`config.mk`:
```
export PLATFORM = sky130hd
export DESIGN_NAME = datapath_ctrl
export DESIGN_NICKNAME = d
export VERILOG_FILES = /design/src/rtl/datapath_pkg.sv /design/src/rtl/datapath_ctrl_instr_dec.sv /design/src/rtl/datapath_ctrl.sv
export SDC_FILE = /design/constraint.sdc
export NUM_CORES = 1
export LEC_CHECK = 0
export CAP_MARGIN = 20
export CORE_MARGIN = 3
export CORE_UTILIZATION = 41
export CTS_CLUSTER_DIAMETER = 50
export CTS_CLUSTER_SIZE = 24
export DETAILED_ROUTE_END_ITERATION = 10
export PLACE_DENSITY = 0.86
export SYNTH_ARGS = -nofsm -noshare
export SYNTH_HDL_FRONTEND = slang
export SYNTH_SLANG_ARGS = --single-unit
```
`constraint.sdc`:
```
create_clock -name clk -period 5.5 [get_ports clk]
set_input_delay 1.1 -clock clk [delete_from_list [all_inputs] [get_ports clk]]
set_output_delay 1.1 -clock clk [all_outputs]
set_load 0.02 [all_outputs]
```
`src/rtl/datapath_pkg.sv`:
```
// Shared definitions for the datapath controller: FSM states, instruction
// encodings, ALU/shift encodings and the datapath word width.
package datapath_pkg;
  localparam int WIDTH = 16;

  typedef enum logic [2:0] {
    S_WAIT, S_DECODE, S_LOAD_A, S_LOAD_B, S_ALU, S_CMP, S_WRITE_C, S_WRITE_IMM
  } state_t;

  typedef enum logic [2:0] {
    C_ILL, C_MOVI, C_MOVR, C_ADD, C_CMP, C_AND, C_MVN
  } iclass_t;

  localparam logic [2:0] OPC_MOV = 3'b110;
  localparam logic [2:0] OPC_ALU = 3'b101;

  localparam logic [1:0] OP_MOVI = 2'b10;
  localparam logic [1:0] OP_MOVR = 2'b00;
  localparam logic [1:0] OP_ADD  = 2'b00;
  localparam logic [1:0] OP_CMP  = 2'b01;
  localparam logic [1:0] OP_AND  = 2'b10;
  localparam logic [1:0] OP_MVN  = 2'b11;

  localparam logic [1:0] ALU_ADD = 2'b00;
  localparam logic [1:0] ALU_SUB = 2'b01;
  localparam logic [1:0] ALU_AND = 2'b10;
  localparam logic [1:0] ALU_MVN = 2'b11;

  localparam logic [1:0] SH_NONE = 2'b00;
  localparam logic [1:0] SH_LSL1 = 2'b01;
  localparam logic [1:0] SH_LSR1 = 2'b10;
  localparam logic [1:0] SH_ASR1 = 2'b11;
endpackage

```
`src/rtl/datapath_ctrl_instr_dec.sv`:
```
// Instruction field extraction, immediate sign-extension and class/legality
// decode of the latched instruction word.
module instr_dec #(
  parameter int WIDTH = 16
) (
  input  logic [WIDTH-1:0] i_ir,
  output logic [2:0]       o_rn,
  output logic [2:0]       o_rd,
  output logic [2:0]       o_rm,
  output logic [1:0]       o_sh,
  output logic [WIDTH-1:0] o_imm8x,
  output logic [WIDTH-1:0] o_imm5x,
  output datapath_pkg::iclass_t o_cls
);
  import datapath_pkg::*;

  logic [2:0] w_opc;
  logic [1:0] w_op;

  assign w_opc   = i_ir[15:13];
  assign w_op    = i_ir[12:11];
  assign o_rn    = i_ir[10:8];
  assign o_rd    = i_ir[7:5];
  assign o_sh    = i_ir[4:3];
  assign o_rm    = i_ir[2:0];
  assign o_imm8x = {{(WIDTH-8){i_ir[7]}}, i_ir[7:0]};
  assign o_imm5x = {{(WIDTH-5){i_ir[4]}}, i_ir[4:0]};

  // Only six opcode/op pairs are defined; everything else decodes illegal.
  always_comb begin
    o_cls = C_ILL;
    if (w_opc == OPC_MOV) begin
      if (w_op == OP_MOVI)      o_cls = C_MOVI;
      else if (w_op == OP_MOVR) o_cls = C_MOVR;
    end else if (w_opc == OPC_ALU) begin
      unique case (w_op)
        OP_ADD:  o_cls = C_ADD;
        OP_CMP:  o_cls = C_CMP;
        OP_AND:  o_cls = C_AND;
        default: o_cls = C_MVN;
      endcase
    end
  end
endmodule

```
`src/rtl/datapath_ctrl.sv`:
```
// Multi-cycle Moore controller sequencing the register-file/ALU datapath,
// one instruction per accepted start request.
module datapath_ctrl #(
  parameter int WIDTH = 16
) (
  input  logic             clk,
  input  logic             reset_n,
  input  logic             s,
  input  logic [WIDTH-1:0] in,
  output logic             w,
  output logic             err,
  output logic [2:0]       readnum,
  output logic [2:0]       writenum,
  output logic             write,
  output logic             loada,
  output logic             loadb,
  output logic             loadc,
  output logic             loads,
  output logic             vsel,
  output logic             asel,
  output logic             bsel,
  output logic [1:0]       shift,
  output logic [1:0]       ALUop,
  output logic [WIDTH-1:0] datapath_in,
  output logic [WIDTH-1:0] aselin,
  output logic [WIDTH-1:0] bselin
);
  import datapath_pkg::*;

  state_t           r_state;
  logic [WIDTH-1:0] r_ir;

  logic [2:0]       w_rn, w_rd, w_rm;
  logic [1:0]       w_sh;
  logic [WIDTH-1:0] w_imm8x, w_imm5x;
  iclass_t          w_cls;

  instr_dec #(.WIDTH(WIDTH)) u_dec (
    .i_ir    (r_ir),
    .o_rn    (w_rn),
    .o_rd    (w_rd),
    .o_rm    (w_rm),
    .o_sh    (w_sh),
    .o_imm8x (w_imm8x),
    .o_imm5x (w_imm5x),
    .o_cls   (w_cls)
  );

  always_ff @(posedge clk or negedge reset_n) begin
    if (!reset_n) begin
      r_state <= S_WAIT;
      r_ir    <= '0;
    end else begin
      unique case (r_state)
        S_WAIT: if (s) begin
          r_ir    <= in;
          r_state <= S_DECODE;
        end
        S_DECODE: begin
          unique case (w_cls)
            C_MOVI:                r_state <= S_WRITE_IMM;
            C_MOVR, C_MVN:         r_state <= S_LOAD_B;
            C_ADD, C_CMP, C_AND:   r_state <= S_LOAD_A;
            default:               r_state <= S_WAIT;
          endcase
        end
        S_LOAD_A: r_state <= S_LOAD_B;
        S_LOAD_B: r_state <= (w_cls == C_CMP) ? S_CMP : S_ALU;
        S_ALU:    r_state <= S_WRITE_C;
        default:  r_state <= S_WAIT;
      endcase
    end
  end

  // Outputs decode from r_state/r_ir only, so s/in never reach them.
  always_comb begin
    w        = (r_state == S_WAIT);
    err      = (r_state == S_DECODE) && (w_cls == C_ILL);
    readnum  = '0;
    writenum = '0;
    write    = 1'b0;
    loada    = 1'b0;
    loadb    = 1'b0;
    loadc    = 1'b0;
    loads    = 1'b0;
    vsel     = 1'b0;
    asel     = 1'b0;
    bsel     = 1'b0;
    shift    = SH_NONE;
    ALUop    = ALU_ADD;
    unique case (r_state)
      S_LOAD_A: begin readnum = w_rn; loada = 1'b1; end
      S_LOAD_B: begin readnum = w_rm; loadb = 1'b1; end
      S_ALU: begin
        shift = w_sh;
        loadc = 1'b1;
        // Single-operand forms zero the A side and pass B through the ALU.
        asel  = (w_cls == C_MOVR) || (w_cls == C_MVN);
        if (w_cls == C_AND)      ALUop = ALU_AND;
        else if (w_cls == C_MVN) ALUop = ALU_MVN;
      end
      S_CMP: begin
        shift = w_sh;
        ALUop = ALU_SUB;
        loads = 1'b1;
      end
      S_WRITE_C:   begin writenum = w_rd; write = 1'b1; end
      S_WRITE_IMM: begin writenum = w_rn; write = 1'b1; vsel = 1'b1; end
      default: ;
    endcase
  end

  assign datapath_in = w_imm8x;
  assign bselin      = w_imm5x;
  assign aselin      = '0;
endmodule
```
==> flow_summary_export.csv, run 1 <==
group,metric,value,unit
clocking,clockBufferDepth,2,
synthesis,syn-instance-count,153,
power,clock_power_share,5.8,%
sta,finalSetupTns,0,ps
floorplanning,ios,87,
sta,drv_slew,0,
route,drc,0,
clocking,cts_tree,"yes",
floorplanning,num_rows,21,
sta,clock_skew,4.09,ps
power,p_leak,0.809,nW
power,p_comb_share,68.1,%
floorplanning,start_util,43.4,%
clocking,clock-sinks,19,
worst_setup_path,r2r-start,"r_state[0]",
floorplanning,die_w,66.2,um
power,p_seq_share,26.0,%
synthesis,synth_cell_types,41,
power,irDropWorstVdd,0.327,mV
finish,drive_above_1_share,12.2,%
finish,ff_latch_area,475,sq um
synthesis,synth-compound-area-share,10.2,%
synthesis,synth_top_family_by_area,"buffers and inverters",
sta,fin_crit,3680,ps
clocking,clockRootBuffer,"clkbuf_4",
worst_setup_path,reg2reg_setup_slack,3450,ps
outcome,status,"complete, no violations",
clocking,clkLatencyLatePin,290,ps
worst_setup_path,crit_required,4400,ps
hold_path,worstHoldStart,"r_ir[6]",
global_route,grt_pass1_vias,1025,
route,detail_route.wl_per_cell,12.4,um
worst_setup_path,worstRegToRegCells,3,
clocking,post_cts_buffers,0,
route,first_iter_violations,28,
sta,rsz0062_at_grt,"no",
sta,finalSetupViolCount,0,
clocking,clkTransAtPathRegs,110,ps
sta,fin_crit_sh,66.9,%
route,dr_total_vias,1062,
global_route,grt-ovfl-total,0,
sta,hold_viol,0,
route,dr.pass1.iters,4,
finish,instances_no_fill,234,
clocking,cts.hold.buffers_added,0,
finish,syn_to_final_growth,29.3,%
synthesis,synth-xor-area-share,0.590,%
sta,clock.fmax,272,MHz
hold_path,holdPathEnd,"r_ir[6]",
synthesis,ys_ff_latch,19,
worst_setup_path,r2r_end,"r_ir[2]",
power,swShare,45.3,%
hold_path,worstHoldPathType,"flop to flop",
placement,dp_cells,230,
placement,gp_congestion,0.904,
synthesis,ys_seq_area_share,32.0,%
worst_setup_path,critPathKind,"flop to output port",
hold_path,min_delay_path_depth,1,
placement,hpwl,2250,um
finish,final_nets,211,
power,p_int,654,uW
global_route,grt_antenna_before_repair,0,
finish,multiInputGateArea,654,sq um
worst_setup_path,cp-end-kind,"output port",
synthesis,synth_simple_gate_area_share,14.6,%
floorplanning,die_area,0.00438,sq mm
worst_setup_path,startpoint_type,"flop",
route,ant_nets,0,
synthesis,synth_area,0.00148,sq mm
global_route,grt_pass1_wl,4690,um
sta,maxSlewHeadroom,42.7,%
run,cap_violations,0,
route,finalWirelength,2900,um
global_route,grt_max_degree,20,
synthesis,yosys.area_share.adder,2.53,%
worst_setup_path,critPathArrivalTime,2580,ps
placement,io_buffers,69,
clocking,cts_resized,0,
synthesis,synth_mux_area_share,11.9,%
clocking,cts_made_buffers,3,
power,p_per_area,623,mW/mm^2
floorplanning,die_h,66.2,um
floorplanning,coreArea,0.00342,sq mm
power,power.switching,542,uW
synthesis,syn_area_per_cell,9.70,sq um
sta,tightestPinTransition,858,ps
global_route,grt_usage,13.5,%
finish,diodes,0,
route,via_per_inst,4.54,
synthesis,synth_warnings,0,
clocking,htree_num_levels,1,
worst_setup_path,critPathMaxFanout,4,
finish,fillCellCount,319,
[worst max-delay path, stage by stage (launching register included)]
cell	delay, ps
dfrtp_1	380
inv_1	120
ha_1	270
or3b_4	400
a21o_2	230
a21o_1	150
a21oi_1	130
clkdlybuf4s50_1	610
[power by group through the flow]
stage	Clock, mW	Combinational [mW]	Sequential (mW)
6_report	0.0696	0.815	0.311
2_1_floorplan	0	0.679	0.272
3_5_place_dp	0	0.820	0.318
3_3_place_gp	0	0.812	0.313
4_1_cts	0.0738	0.824	0.315
5_1_grt	0.0802	0.873	0.332
[flip-flops by register name (all words and copies together), names as in the netlist]
name,flops
r_ir,16
r_state,3
[cells in the final DEF, fill, tap and decap left out, types with 2 or more instances in the layout]
master	netlist	layout
nand2b_1	2	2
o21ai_0	3	3
a21o_1	2	2
nor2_1	5	5
and2_1	4	4
nor2b_1	2	2
clkdlybuf4s50_1	0	69
mux2_2	13	13
conb_1	1	17
inv_1	4	4
clkbuf_4	0	3
mux2i_1	3	3
nand2_1	6	6
a22o_1	3	3
ha_1	3	3
dfrtp_1	19	19
and3_1	3	3
nor3_1	5	5
[final cells by class]
cell class | instances | share of cell area [%]
Inverter | 4 | 0.782
Timing Repair Buffer | 69 | 36.0
Sequential cell | 19 | 24.8
Clock buffer | 4 | 1.37
Tap cell | 46 | 3.00
Multi-Input combinational cell | 92 | 34.1
[worst max-delay path by stage]
stage | from | slack, ps | depth (start not counted) | end
floorplan | r_ir[11] | 2590 | 6 | ALUop[1]
CTS | r_ir[11] | 1810 | 7 | ALUop[1]
global route | r_ir[11] | 1670 | 7 | ALUop[1]
global placement | r_ir[11] | 2180 | 7 | ALUop[1]
finish | r_ir[11] | 1820 | 7 | ALUop[1]
detailed placement | r_ir[11] | 2160 | 7 | ALUop[1]
[cells in the mapped netlist]
cell | instances | area (sq um)
o21ai_0 | 3 | 15.0
clkbuf_1 | 2 | 7.51
buf_4 | 50 | 375
buf_6 | 1 | 11.3
nor3b_1 | 1 | 7.51
nor3_1 | 5 | 25.0
a21oi_2 | 1 | 8.76
inv_1 | 4 | 15.0
nor2_1 | 5 | 18.8
o2bb2ai_1 | 1 | 8.76
and2_1 | 4 | 25.0
buf_2 | 1 | 5.00
a21oi_1 | 1 | 5.00
nand3_1 | 1 | 5.00
ha_1 | 3 | 37.5
mux2i_1 | 3 | 30.0
a22o_1 | 3 | 26.3
o32ai_1 | 1 | 8.76
and3b_1 | 1 | 8.76
nand2b_1 | 2 | 12.5
dfrtp_1 | 19 | 475
a211oi_2 | 1 | 12.5
and2b_2 | 1 | 8.76
o311a_1 | 1 | 10.0
nand4bb_1 | 1 | 11.3
nand3b_1 | 1 | 7.51
o21a_1 | 1 | 7.51
a21o_2 | 1 | 8.76
and3_1 | 3 | 18.8
or3b_2 | 1 | 8.76
a31oi_1 | 1 | 6.26
nor4_2 | 1 | 12.5
a221oi_1 | 1 | 8.76
a21o_1 | 2 | 15.0
nand2_1 | 6 | 22.5
xnor2_1 | 1 | 8.76
o211a_1 | 1 | 10.0
nor2b_1 | 2 | 12.5
or3b_4 | 1 | 11.3
conb_1 | 1 | 3.75
mux2_2 | 13 | 146
[per-layer routing]
layer	up-vias	GRT usage, %	part of all wire (%)
met5	-	0	0
met4	0	5.08	1.5
met3	4	4.08	8.9
met2	46	22.3	47
met1	485	16.3	43
li1	527	-	-
[through the flow]
stage               cell area, sq um  total power [mW]  utilization [%]  setup WS [ps]  hold WS [ps]
floorplan                       1540             0.951                -           2590           504
global placement                1890              1.13             55.4           2180           519
detailed placement              1890              1.14             55.4           2160           528
CTS                             1920              1.21             56.2           1810           557
global route                    1920              1.29             56.2           1670           581
finish                          1920              1.20             56.2           1820           551
[kinds of logic (layout without fill, tap and decap cells)]
family	count (synthesis)	count (layout)
multiplexers	16	16
AO/OA/AOI/OAI	19	19
AND/OR/NAND/NOR	36	36
adder cells (fa/ha/maj)	3	3
other	1	17
buffers and inverters	58	77
flip-flops	19	19
XOR/XNOR	1	1
Power figures use the tool's default switching activity.
==> inputs of run 2 (changes only) <==
- CORE_UTILIZATION: 41 -> 38
- PLACE_DENSITY: 0.86 -> 0.81
- clock period: 5.5 -> 3.8 ns (I/O delays scaled with it)
==> run 2 against run 1 <==
  * Final area grew 1.1%
  * Core utilization shrank 4.0 points
  * Final cell count grew 0.85%
  * Clock skew shrank 1.5 ps
  * Global-route usage grew 0.35 points
  * Critical endpoint unchanged
==> flow_summary_export.csv, run 2 (synthesized netlist as in run 1, its figures left out) <==
group,metric,value,unit
outcome,status,"complete, no violations",
clocking,cts.hold.buffers_added,0,
hold_path,holdPathEnd,"r_ir[6]",
worst_setup_path,crit_required,3040,ps
finish,final_common_cell,"clkdlybuf4s50_1",
floorplanning,coreArea,0.00372,sq mm
clocking,htree_num_levels,1,
sta,finalSetupViolCount,0,
sta,drv_slew,0,
global_route,grt_pass1_vias,1046,
finish,finish.utilization,52.2,%
sta,rsz0062_at_grt,"no",
sta,fin_crit_sh,86.7,%
sta,maxSlewHeadroom,41.1,%
worst_setup_path,reg2reg_setup_slack,1690,ps
route,via_per_inst,4.61,
placement,gp_congestion,0.868,
worst_setup_path,startpoint_type,"flop",
worst_setup_path,critPathArrivalTime,2530,ps
clocking,cts_made_buffers,3,
sta,whs,539,ps
finish,largest_register_ffs,16,
route,drc,0,
sta,layout_setup_ws,506,ps
floorplanning,ios,87,
finish,final_nets,211,
finish,top_register,"r_ir",
clocking,clockBufferDepth,2,
finish,largest_registers,"r_ir x16, r_state x3",
global_route,grt_usage,13.8,%
clocking,clkLatencyLatePin,250,ps
clocking,clock-sinks,19,
route,dr.pass1.iters,4,
route,detail_route.wl_per_cell,13.3,um
finish,drive_above_1_share,12.2,%
worst_setup_path,worstRegToRegCells,3,
route,dr_total_vias,1087,
worst_setup_path,critPathMaxFanout,4,
worst_setup_path,r2r-start,"r_state[0]",
finish,syn_to_final_growth,30.8,%
finish,layout.cells.most_common_list,"clkdlybuf4s50_1 (69), dfrtp_1 (19), conb_1 (17)",
sta,clock_skew,2.55,ps
floorplanning,die_area,0.00469,sq mm
sta,clock.fmax,304,MHz
worst_setup_path,cp_slowest_stage_delay,620,ps
clocking,cts_tree,"yes",
route,ant_nets,0,
power,irDropWorstVdd,0.421,mV
power,p_per_area,918,mW/mm^2
placement,io_buffers,69,
clocking,cts_resized,0,
run,cap_violations,0,
floorplanning,num_rows,22,
hold_path,worstHoldStart,"r_ir[6]",
placement,hpwl,2390,um
sta,tightestPinTransition,881,ps
route,first_iter_violations,68,
worst_setup_path,cp-end-kind,"output port",
worst_setup_path,cpMaxStageDelayCell,"clkdlybuf4s50_1",
worst_setup_path,crit_chain,"inv_1, ha_1, or3b_4, a21o_2, a21o_1, a21oi_1, clkdlybuf4s50_1",
floorplanning,start_util,39.9,%
worst_setup_path,r2r_end,"r_ir[0]",
hold_path,worstHoldPathType,"flop to flop",
clocking,post_cts_buffers,0,
floorplanning,die_h,68.5,um
sta,hold_viol,0,
clocking,clockRootBuffer,"clkbuf_8",
sta,fin_crit,3290,ps
floorplanning,die_w,68.5,um
worst_setup_path,critPathKind,"flop to output port",
hold_path,min_delay_path_depth,1,
sta,finalSetupTns,0,ps
clocking,clkTransAtPathRegs,70,ps
placement,dp_slack,796,ps
route,finalWirelength,3140,um
global_route,grt_pass1_wl,4910,um
global_route,grt_max_degree,20,
power,p_leak,0.817,nW
finish,diodes,0,
global_route,grt-ovfl-total,0,
global_route,grt_antenna_before_repair,0,
-- run 2: power by group --
group | total, mW | switching, mW | internal, mW | leakage [nW]
clock network | 0.140 | 0.0655 | 0.0745 | 0.0228
logic | 1.18 | 0.580 | 0.602 | 0.566
registers | 0.459 | 0.155 | 0.304 | 0.228
total | 1.78 | 0.801 | 0.980 | 0.817
-- run 2: routing by layer --
metal	GRT usage [%]	share of wire, %	vias up
li1	-	-	524
met5	0	0	-
met4	2.98	0.57	0
met3	5.67	8.4	2
met1	16.1	41	518
met2	23.7	50	43
-- run 2: final cells by class --
type,count,area (sq um)
Timing Repair Buffer,69,691
Tap cell,48,60.1
Multi-Input combinational cell,92,654
Clock buffer,4,45.0
Fill cell,360,1780
Inverter,4,15.0
Sequential cell,19,475
-- run 2: worst max-delay path by stage --
stage                   from  endpoint  slack, ps  cells after the start
finish              r_ir[11]  ALUop[1]        510                      7
global route        r_ir[11]  ALUop[1]        400                      7
CTS                 r_ir[11]  ALUop[1]        490                      7
detailed placement  r_ir[11]  ALUop[1]        800                      7
global placement    r_ir[11]  ALUop[1]        830                      7
floorplan           r_ir[11]  ALUop[1]       1230                      6
-- run 2: through the flow --
stage / power, mW / instances / cell area (sq um)
after floorplan: 1.38 / 169 / 1540
after global placement: 1.64 / 232 / 1900
after detailed placement: 1.66 / 232 / 1900
after CTS: 1.81 / 236 / 1940
after global routing: 1.92 / 236 / 1940
final: 1.78 / 236 / 1940
-- run 2: critical path, delay by kind of cell (launching register included) --
kind,cells,cell delay [ps]
simple gates,1,400
flops,1,360
buf+inv,2,740
fa+ha+maj,1,260
compound gates,3,530
==> inputs of run 3 (changes only) <==
- CORE_UTILIZATION: 38 -> 34
- PLACE_DENSITY: 0.81 -> 0.76
- clock period: 3.8 -> 3 ns (I/O delays scaled with it)
==> run 3 against run 2 <==
  * Sequential cell count unchanged
  * Final area grew 1.4%
  * Hold slack improved by 1.8 ps
  * Final cell count rose by 2.1%
  * Non-clock buffer count increased by 3
  * Power increased by 28%
  * Sequential power increased by 19%
  * Combinational power rose by 31%
  * Largest power group unchanged
==> flow_summary_export.csv, run 3 (synthesized netlist as in run 1, its figures left out) <==
group,metric,value,unit
outcome,status,"complete, no violations",
sta,fin_crit_sh,96.6,%
sta,tightestPinTransition,858,ps
worst_setup_path,cp-end-kind,"output port",
sta,rsz0062_at_grt,"no",
run,cap_violations,0,
clocking,cts.hold.buffers_added,0,
floorplanning,coreArea,0.00412,sq mm
hold_path,worstHoldPathType,"flop to flop",
finish,largest_registers,"r_ir x16, r_state x3",
finish,drive_above_1_share,14.1,%
sta,fin_crit,2900,ps
route,detail_route.wl_per_cell,12.7,um
finish,final_common_cell,"clkdlybuf4s50_1",
global_route,grt-ovfl-total,0,
sta,maxSlewHeadroom,42.6,%
clocking,clkLatencyLatePin,250,ps
route,dr_total_vias,1116,
finish,top_register,"r_ir",
sta,clock_skew,6.86,ps
floorplanning,num_rows,23,
route,via_per_inst,4.63,
route,dr.pass1.iters,4,
worst_setup_path,startpoint_type,"flop",
worst_setup_path,r2r-start,"r_state[1]",
finish,largest_register_ffs,16,
worst_setup_path,critPathMaxFanout,4,
finish,final_cell_area,0.00197,sq mm
floorplanning,die_h,72.1,um
finish,layout.cells.most_common_list,"clkdlybuf4s50_1 (66), dfrtp_1 (19), conb_1 (17)",
route,finalWirelength,3060,um
clocking,cts_tree,"yes",
worst_setup_path,critPathArrivalTime,2300,ps
route,first_iter_violations,48,
floorplanning,die_w,72.1,um
clocking,clockBufferDepth,2,
sta,clock.fmax,345,MHz
global_route,grt_pass1_vias,1019,
placement,dp_cells,237,
sta,finalSetupViolCount,0,
power,p_per_area,1150,mW/mm^2
sta,whs,541,ps
clocking,htree_num_levels,1,
hold_path,worstHoldStart,"r_ir[6]",
sta,drv_slew,0,
route,ant_nets,0,
worst_setup_path,critPathKind,"flop to output port",
floorplanning,start_util,36.1,%
power,total_power,2.27,mW
power,irDropWorstVdd,0.520,mV
global_route,grt_usage,11.7,%
global_route,grt_pass1_wl,4830,um
clocking,clock-sinks,19,
finish,fillCellCount,407,
power,p_leak,0.863,nW
clocking,post_cts_buffers,0,
clocking,cts_made_buffers,3,
worst_setup_path,crit_required,2400,ps
finish,final_nets,214,
floorplanning,ios,87,
floorplanning,die_area,0.00519,sq mm
worst_setup_path,crit_start,"r_ir[11]",
global_route,grt_max_degree,20,
finish,instances_no_fill,241,
sta,finalSetupTns,0,ps
placement,placed_cell_area,0.00192,sq mm
global_route,grt_antenna_before_repair,0,
finish,diodes,0,
sta,hold_viol,0,
placement,io_buffers,69,
finish,syn_to_final_growth,32.5,%
clocking,clkTransAtPathRegs,80,ps
placement,gp_congestion,0.764,
placement,hpwl,2450,um
clocking,clockRootBuffer,"clkbuf_8",
route,drc,0,
[run 3: cell types whose count changed in the layout (fill, tap and decap cells not counted), sizes merged]
cell / change
dlymetal6s2s: +1
clkbuf: -1
clkdlybuf4s50: -3
dlygate4sd2: +2
clkinv: +1
buf: +3
[run 3: final timing paths]
path                                   end  slack [ps]  cells past startpoint
worst max register to register    r_ir[10]        1040                      4
worst min-delay path               r_ir[6]         540                      1
worst max-delay path                   err         100                      6
max in group asynchronous         r_ir[11]        1630                      1
worst min register to register     r_ir[6]         540                      1
min in group asynchronous       r_state[1]         840                      1
[run 3: what timing repair did]
| action | 4_1_cts | 5_1_grt |
|---|---|---|
| endpoints found under the hold margin | 0 | 0 |
| setup endpoints to repair | 2 | 1 |
| gates resized for setup | 2 | 1 |
| pin swaps | 0 | 0 |
[run 3: per-stage QoR]
| step | worst slack, ps | utilization, % |
|---|---|---|
| global placement | 185 | 46.7 |
| finish | 101 | 47.8 |
| detailed placement | 158 | 46.7 |
| global route | 17.2 | 47.8 |
| floorplan | 594 | - |
| CTS | 45.4 | 47.7 |
[run 3: report_power, final]
part           internal (mW)  switching [mW]
logic                  0.781           0.767
clock network         0.0922          0.0836
registers              0.385           0.162
total                   1.26            1.01
[run 3: area by class of cell]
| type | instances | area [sq um] | area share (%) |
|---|---|---|---|
| Timing Repair Buffer | 72 | 713 | 36.3 |
| Multi-Input combinational cell | 92 | 654 | 33.3 |
| Sequential cell | 19 | 475 | 24.2 |
| Tap cell | 50 | 62.6 | 3.18 |
| Clock buffer | 3 | 41.3 | 2.10 |
| Inverter | 4 | 15.0 | 0.763 |
| Clock inverter | 1 | 5.00 | 0.254 |
[run 3: per-layer routing]
metal | up-vias | global-route usage [%] | wire length (um)
met4 | 0 | 3.76 | 9
li1 | 534 | - | -
met3 | 2 | 4.02 | 309
met5 | - | 0 | 0
met1 | 527 | 15.0 | 1270
met2 | 53 | 18.4 | 1470
[run 3: worst max-delay path, stage by stage, from the launching register on]
cell and delay, ps:
dfrtp_1 360, inv_1 120, ha_1 260, or3b_4 410, a21o_2 240, and3_1 140
clkdlybuf4s50_1 530
